## src/rtl/fft_pkg.sv

```systemverilog
// Shared constants, sample type and arithmetic helpers for the FFT datapath.
// BUTTERFLY_SAT_EN selects clamping instead of wrapping in sat_or_wrap.
package fft_pkg;

  localparam int unsigned DATA_W_DEF  = 16;
  localparam int unsigned TW_W_DEF    = 16;
  localparam int unsigned TW_FRAC_DEF = 8;

  typedef struct packed {
    logic signed [DATA_W_DEF-1:0] r;
    logic signed [DATA_W_DEF-1:0] i;
  } cplx_t;

  // Working width for intermediate arithmetic; wide enough for any legal config.
  localparam int unsigned WIDE_W = 64;
  typedef logic signed [WIDE_W-1:0] wide_t;

  function automatic wide_t round_shift(input wide_t v, input int unsigned sh);
    wide_t half;
    if (sh == 0) return v;
    half = wide_t'(1) <<< (sh - 1);
    return (v + half) >>> sh;
  endfunction

  function automatic logic out_of_range(input wide_t v, input int unsigned w);
    wide_t hi;
    wide_t lo;
    hi = (wide_t'(1) <<< (w - 1)) - wide_t'(1);
    lo = -(wide_t'(1) <<< (w - 1));
    return (v > hi) || (v < lo);
  endfunction

  function automatic wide_t sat_or_wrap(input wide_t v, input int unsigned w);
`ifdef BUTTERFLY_SAT_EN
    wide_t hi;
    wide_t lo;
    hi = (wide_t'(1) <<< (w - 1)) - wide_t'(1);
    lo = -(wide_t'(1) <<< (w - 1));
    if (v > hi) return hi;
    if (v < lo) return lo;
    return v;
`else
    // Keep the low w bits, sign-extended back to the working width.
    return (v <<< (WIDE_W - w)) >>> (WIDE_W - w);
`endif
  endfunction

endpackage

```

## src/rtl/butterfly_pipe_cmul.sv

```systemverilog
// Two-stage complex multiply x*W (or x*conj(W)) with round-half-up to
// TW_FRAC fractional bits; advances only on the shared enable.
module cmul_pipe
  import fft_pkg::*;
#(
  parameter int unsigned DATA_W  = DATA_W_DEF,
  parameter int unsigned TW_W    = TW_W_DEF,
  parameter int unsigned TW_FRAC = TW_FRAC_DEF
) (
  input  logic                       clk,
  input  logic                       en,
  input  logic signed [DATA_W-1:0]   x_r,
  input  logic signed [DATA_W-1:0]   x_i,
  input  logic signed [TW_W-1:0]     w_r,
  input  logic signed [TW_W-1:0]     w_i,
  input  logic                       inv,
  output logic signed [DATA_W+TW_W:0] t_r,
  output logic signed [DATA_W+TW_W:0] t_i
);

  localparam int unsigned P_W = DATA_W + TW_W;
  localparam int unsigned T_W = P_W + 1;

  logic signed [TW_W:0]  wi_eff;
  logic signed [P_W-1:0] p_rr, p_ii, p_ri, p_ir;

  // One extra bit so that negating the most negative twiddle cannot wrap.
  always_comb begin
    wi_eff = (TW_W + 1)'(w_i);
    if (inv) wi_eff = -((TW_W + 1)'(w_i));
  end

  always_ff @(posedge clk) begin
    if (en) begin
      p_rr <= P_W'(x_r) * P_W'(w_r);
      p_ii <= P_W'(x_i) * P_W'(wi_eff);
      p_ri <= P_W'(x_r) * P_W'(wi_eff);
      p_ir <= P_W'(x_i) * P_W'(w_r);
    end
  end

  always_ff @(posedge clk) begin
    if (en) begin
      t_r <= T_W'(round_shift(wide_t'(T_W'(p_rr) - T_W'(p_ii)), TW_FRAC));
      t_i <= T_W'(round_shift(wide_t'(T_W'(p_ri) + T_W'(p_ir)), TW_FRAC));
    end
  end

endmodule

```

## src/rtl/butterfly_pipe.sv

```systemverilog
// Pipelined radix-2 DIT butterfly: y1 = x1 + W*x2, y2 = x1 - W*x2, 3-cycle latency.
// Define BUTTERFLY_SAT_EN to clamp out-of-range results instead of wrapping.
module butterfly_pipe
  import fft_pkg::*;
#(
  parameter int unsigned DATA_W  = DATA_W_DEF,
  parameter int unsigned TW_W    = TW_W_DEF,
  parameter int unsigned TW_FRAC = TW_FRAC_DEF
) (
  input  logic                     clk,
  input  logic                     rst_n,
  input  logic                     in_valid,
  output logic                     in_ready,
  input  logic signed [DATA_W-1:0] x1_r,
  input  logic signed [DATA_W-1:0] x1_i,
  input  logic signed [DATA_W-1:0] x2_r,
  input  logic signed [DATA_W-1:0] x2_i,
  input  logic signed [TW_W-1:0]   w_r,
  input  logic signed [TW_W-1:0]   w_i,
  input  logic                     inv,
  input  logic                     scale,
  output logic                     out_valid,
  input  logic                     out_ready,
  output logic signed [DATA_W-1:0] y1_r,
  output logic signed [DATA_W-1:0] y1_i,
  output logic signed [DATA_W-1:0] y2_r,
  output logic signed [DATA_W-1:0] y2_i,
  output logic                     ovf,
  input  logic                     ovf_clr
);

  localparam int unsigned T_W = DATA_W + TW_W + 1;

  logic en;
  logic v1, v2;
  logic signed [DATA_W-1:0] x1a_r, x1a_i, x1b_r, x1b_i;
  logic scale_a, scale_b;
  logic signed [T_W-1:0] t_r, t_i;
  wide_t sum [4];
  wide_t sc  [4];
  logic [3:0] oor;

  always_comb begin
    en       = !out_valid || out_ready;
    in_ready = en;
  end

  cmul_pipe #(
    .DATA_W  (DATA_W),
    .TW_W    (TW_W),
    .TW_FRAC (TW_FRAC)
  ) u_cmul (
    .clk (clk),
    .en  (en),
    .x_r (x2_r),
    .x_i (x2_i),
    .w_r (w_r),
    .w_i (w_i),
    .inv (inv),
    .t_r (t_r),
    .t_i (t_i)
  );

  // x1 and scale ride alongside the two multiplier stages.
  always_ff @(posedge clk) begin
    if (en) begin
      x1a_r   <= x1_r;
      x1a_i   <= x1_i;
      scale_a <= scale;
      x1b_r   <= x1a_r;
      x1b_i   <= x1a_i;
      scale_b <= scale_a;
    end
  end

  always_comb begin
    sum[0] = wide_t'(x1b_r) + wide_t'(t_r);
    sum[1] = wide_t'(x1b_i) + wide_t'(t_i);
    sum[2] = wide_t'(x1b_r) - wide_t'(t_r);
    sum[3] = wide_t'(x1b_i) - wide_t'(t_i);
    for (int unsigned k = 0; k < 4; k++) begin
      sc[k]  = scale_b ? ((sum[k] + wide_t'(1)) >>> 1) : sum[k];
      oor[k] = out_of_range(sc[k], DATA_W);
    end
  end

  always_ff @(posedge clk) begin
    if (!rst_n) begin
      v1        <= 1'b0;
      v2        <= 1'b0;
      out_valid <= 1'b0;
      y1_r      <= '0;
      y1_i      <= '0;
      y2_r      <= '0;
      y2_i      <= '0;
    end else if (en) begin
      v1        <= in_valid;
      v2        <= v1;
      out_valid <= v2;
      if (v2) begin
        y1_r <= DATA_W'(sat_or_wrap(sc[0], DATA_W));
        y1_i <= DATA_W'(sat_or_wrap(sc[1], DATA_W));
        y2_r <= DATA_W'(sat_or_wrap(sc[2], DATA_W));
        y2_i <= DATA_W'(sat_or_wrap(sc[3], DATA_W));
      end
    end
  end

  // A new overflow takes priority over a clear in the same cycle.
  always_ff @(posedge clk) begin
    if (!rst_n)                  ovf <= 1'b0;
    else if (en && v2 && |oor)   ovf <= 1'b1;
    else if (ovf_clr)            ovf <= 1'b0;
  end

endmodule

```

## config.mk

```make
export PLATFORM = sky130hd
export DESIGN_NAME = butterfly_pipe
export DESIGN_NICKNAME = d
export VERILOG_FILES = /design/src/rtl/fft_pkg.sv /design/src/rtl/butterfly_pipe_cmul.sv /design/src/rtl/butterfly_pipe.sv
export SDC_FILE = /design/constraint.sdc
export NUM_CORES = 2
export LEC_CHECK = 0
export BUFFER_PORTS_ARGS = -buffer_cell sky130_fd_sc_hd__buf_2
export CORE_MARGIN = 2
export CORE_UTILIZATION = 45
export DETAILED_ROUTE_END_ITERATION = 6
export PLACE_DENSITY = 0.66
export SYNTH_ARGS = -nofsm -noshare
export SYNTH_HDL_FRONTEND = slang
export SYNTH_SLANG_ARGS = --single-unit
```

## constraint.sdc

```tcl
create_clock -name clk -period 19.71 [get_ports clk]
set_clock_uncertainty 0.1 [all_clocks]
set_input_delay 0.9855 -clock clk [delete_from_list [all_inputs] [get_ports clk]]
set_output_delay 0.9855 -clock clk [all_outputs]
set_load 0.02 [all_outputs]
```

==> impl_results.md <==
* Initial antenna violation count at 8
* RePlAce Congestion at roughly 0.90
* FF/Latch Area at 0.009169 sq mm
* Drt pass-1 iters at 6
* Number of synthesized flops with an enable pin at 260
* Initial Util at between 40% and 50%
* Hold buffer count at CTS at 0
* RSZ-0062 raised after global routing: false
* Max Clock Freq at 104.3 MHz
* Synth top area share at 31.98%
* Vias in the first global route at 53927
* Clk slew on worst S/H paths at 0.06 ns
* # DRC at 0
* Worst-margin pin slew at 1.188 ns
* Crit-path slowest cell: o41ai_1
* Synth Flop Type: edfxtp_1
* Initial drt markers at 3555
* Crit path DAT at 9.82 ns
* Final setup violating endpoints at 0
* Clock Latency Late Sink at 0.62 ns
* Clock Tree Root: clkbuf_16
* Largest net degree at the start of global routing at ~210
* Die X at 389.4 um
* Grt ovf at 0
* Final WL at 173900 um
* Seq/Total Area, Yosys at a little over an eighth
* R2R Path Start: u_cmul.t_r[1]
* CTS sink count at 328
* CP Class: in -> reg
* Leading area contributor after synthesis: fa_1
* Final Non-Filler Cells at 9427
* Worst reg2reg path depth at 18
* CTS tree: yes
* # rows at 141
* Tmin final at 9.587 ns
* Ys async rst share at 0%
* Reg-to-reg slack, setup at 12.92 ns
* CP Capture Type: register
* Area of the mapped netlist at 0.06685 sq mm
* Max-cap violations at 0
* Relative slew slack at roughly a fifth
* Max H-tree Level at 2
* CTS Buf Count at 41
* Final core utilization at 47.93%
* Cell count along the critical path at 32
* Clock buffer depth at 3
* Overall routing resource usage at a little under a quarter
* Final hold violations at 0
* Max-slew violation total from the final report at 0
* Place WS at 9.487 ns
* # placed instances at a little over 9000
* FF+latch count, synth at 328
* Vias at 52012
* Synth top area cells: fa_1, edfxtp_1, ha_1
* I/O Pins at 170
* TNS Setup at 0 ns
* CP Launch Type: input port
* Worst setup path startpoint: w_i[0]
* Unique masters post-synth at 102
* Worst Setup Slack, final at slightly above 10 ns
* Wire length per cell at 18.45 um
* Critical path required time at around 20 ns
* First-pass GRT wire length at 284800 um
* Synth-to-Final Area Change at 5.875%
* Avg Cell Area, Syn at between 8 and 9 sq um
* Nets at slightly above 9000
* Hold Crit Class: reg -> reg
* Gate Count Post-Synth at 7527
* CP endpoint: u_cmul.p_ri[31]
* Tcrit/Tclk final at 48.64%
* Postcts setup bufs at 0
* Fill count at 13948
* Vias/cell at 5.517
* Final HPWL DP at 136900 um
* Status: complete, no violations
* Die area at 0.1517 sq mm
* Commonest non-fill, non-tap cell in the layout: inv_1
* Worst Path Buf+Inv at 7
* CP max FO at 32
* Most frequent cells in the layout: inv_1, fa_1, nand2_1
* Post-cts sizing count at 0
* Critical path's top delay family: adder cells
* DIE HEIGHT at 389.4 um
* Synth warnings at 0
* Core area at 0.1477 sq mm
* Share of layout cells above drive strength 1 at 5.176%
* Mapped Nets at 9227
* Top cell by count, worst path: fa_1
* PortBufs at 169
* Multi-input gate area at 0.05130 sq mm
* CP peak stage delay at 0.58 ns
* FF-to-FF End: ovf
* ANT nets after route at 0
## area by class of cell
class / count / share of cell area [%]
Multi-Input combinational cell: 5474 / 72.48
Timing Repair Buffer: 223 / 1.785
Inverter: 1397 / 7.408
Antenna cell: 1 / 0.003535
Tap cell: 1930 / 3.412
Clock inverter: 23 / 0.3076
Sequential cell: 328 / 12.95
Clock buffer: 51 / 1.647
## how the worst min path moves through the flow
stage / start / end / slack [ns] / cells after the start
CTS: x1a_r[8] / x1b_r[8] / 0.32 / 0
finish: x1a_i[11] / x1b_i[11] / 0.32 / 0
detailed placement: x1a_i[11] / x1b_i[11] / 0.30 / 0
global route: x1a_i[12] / x1b_i[12] / 0.32 / 0
global placement: x1a_i[0] / x1b_i[0] / 0.30 / 0
floorplan: scale_a / scale_b / 0.30 / 0
## sequential cells by signal, indices dropped and copies added, names as in the netlist, 32 cells and up
register / cells
u_cmul.p_ii: 32
u_cmul.t_i: 33
u_cmul.p_ir: 32
u_cmul.p_ri: 32
u_cmul.t_r: 33
u_cmul.p_rr: 32
## metal layers
metal,wire length (um),GRT usage [%],part of all wire [%],up-vias
met2,83780,40.31,48,1487
met4,4558,6.173,2.6,4
li1,-,-,-,24240
met3,10070,2.863,5.8,275
met5,26,0,0.015,-
met1,75450,30.71,43,26006
## cells by family after synthesis
logic type / after synthesis / share of synthesized area, %
compound gates: 1106 / 11.47
xor+xnor: 362 / 4.754
mux: 28 / 0.4286
buf+inv: 1725 / 9.725
fa+ha+maj: 1597 / 41.88
flops: 328 / 13.71
simple gates: 2381 / 18.03
## Yosys cell counts, types with 15 or more instances
cell and instances:
inv_1 1394, fa_1 1068, nand2_1 757, ha_1 529, and2_1 499, nor2_1 336
clkbuf_1 297, a21oi_1 294, xnor2_1 268, edfxtp_1 260, o21ai_0 159, nor3_1 158
nand3_1 133, nand2b_1 95, xor2_1 93, nor2b_1 69, dfxtp_1 68, a211oi_1 66
a21o_1 59, or3_1 56, and3_1 54, o21a_1 44, nor4_1 40, o31ai_1 40
o21bai_1 38, o211ai_1 37, a31oi_1 35, or2_2 35, nand4_1 34, o211a_1 31
or4_1 25, mux2i_1 23, a221oi_1 22, a32oi_1 21, o41ai_1 20, nand3b_1 19
a2111oi_0 17, a311oi_1 16, o311ai_0 16, a21boi_0 15, buf_1 15, buf_2 15
o2111ai_1 15
## worst register-to-register path, delay by kind of cell, from the launching register on
kind                     cells  cell delay (ns)
buffers and inverters        1             0.08
flip-flops                   1             0.54
adder cells (fa/ha/maj)      1             0.29
AO/OA/AOI/OAI                8             3.17
XOR/XNOR                     2             0.64
AND/OR/NAND/NOR              6             1.80
## stage by stage
stage          cell area (sq um)  hold WS, ns
2_1_floorplan              66850       0.3003
3_3_place_gp               69400       0.3032
3_5_place_dp               69400       0.3045
4_1_cts                    70780       0.3169
5_1_grt                    70780       0.3226
6_report                   70780       0.3163
Power is left out: the tool's default activity adds up to more than one toggle a clock period on the data nets, which glitch-free logic cannot reach.
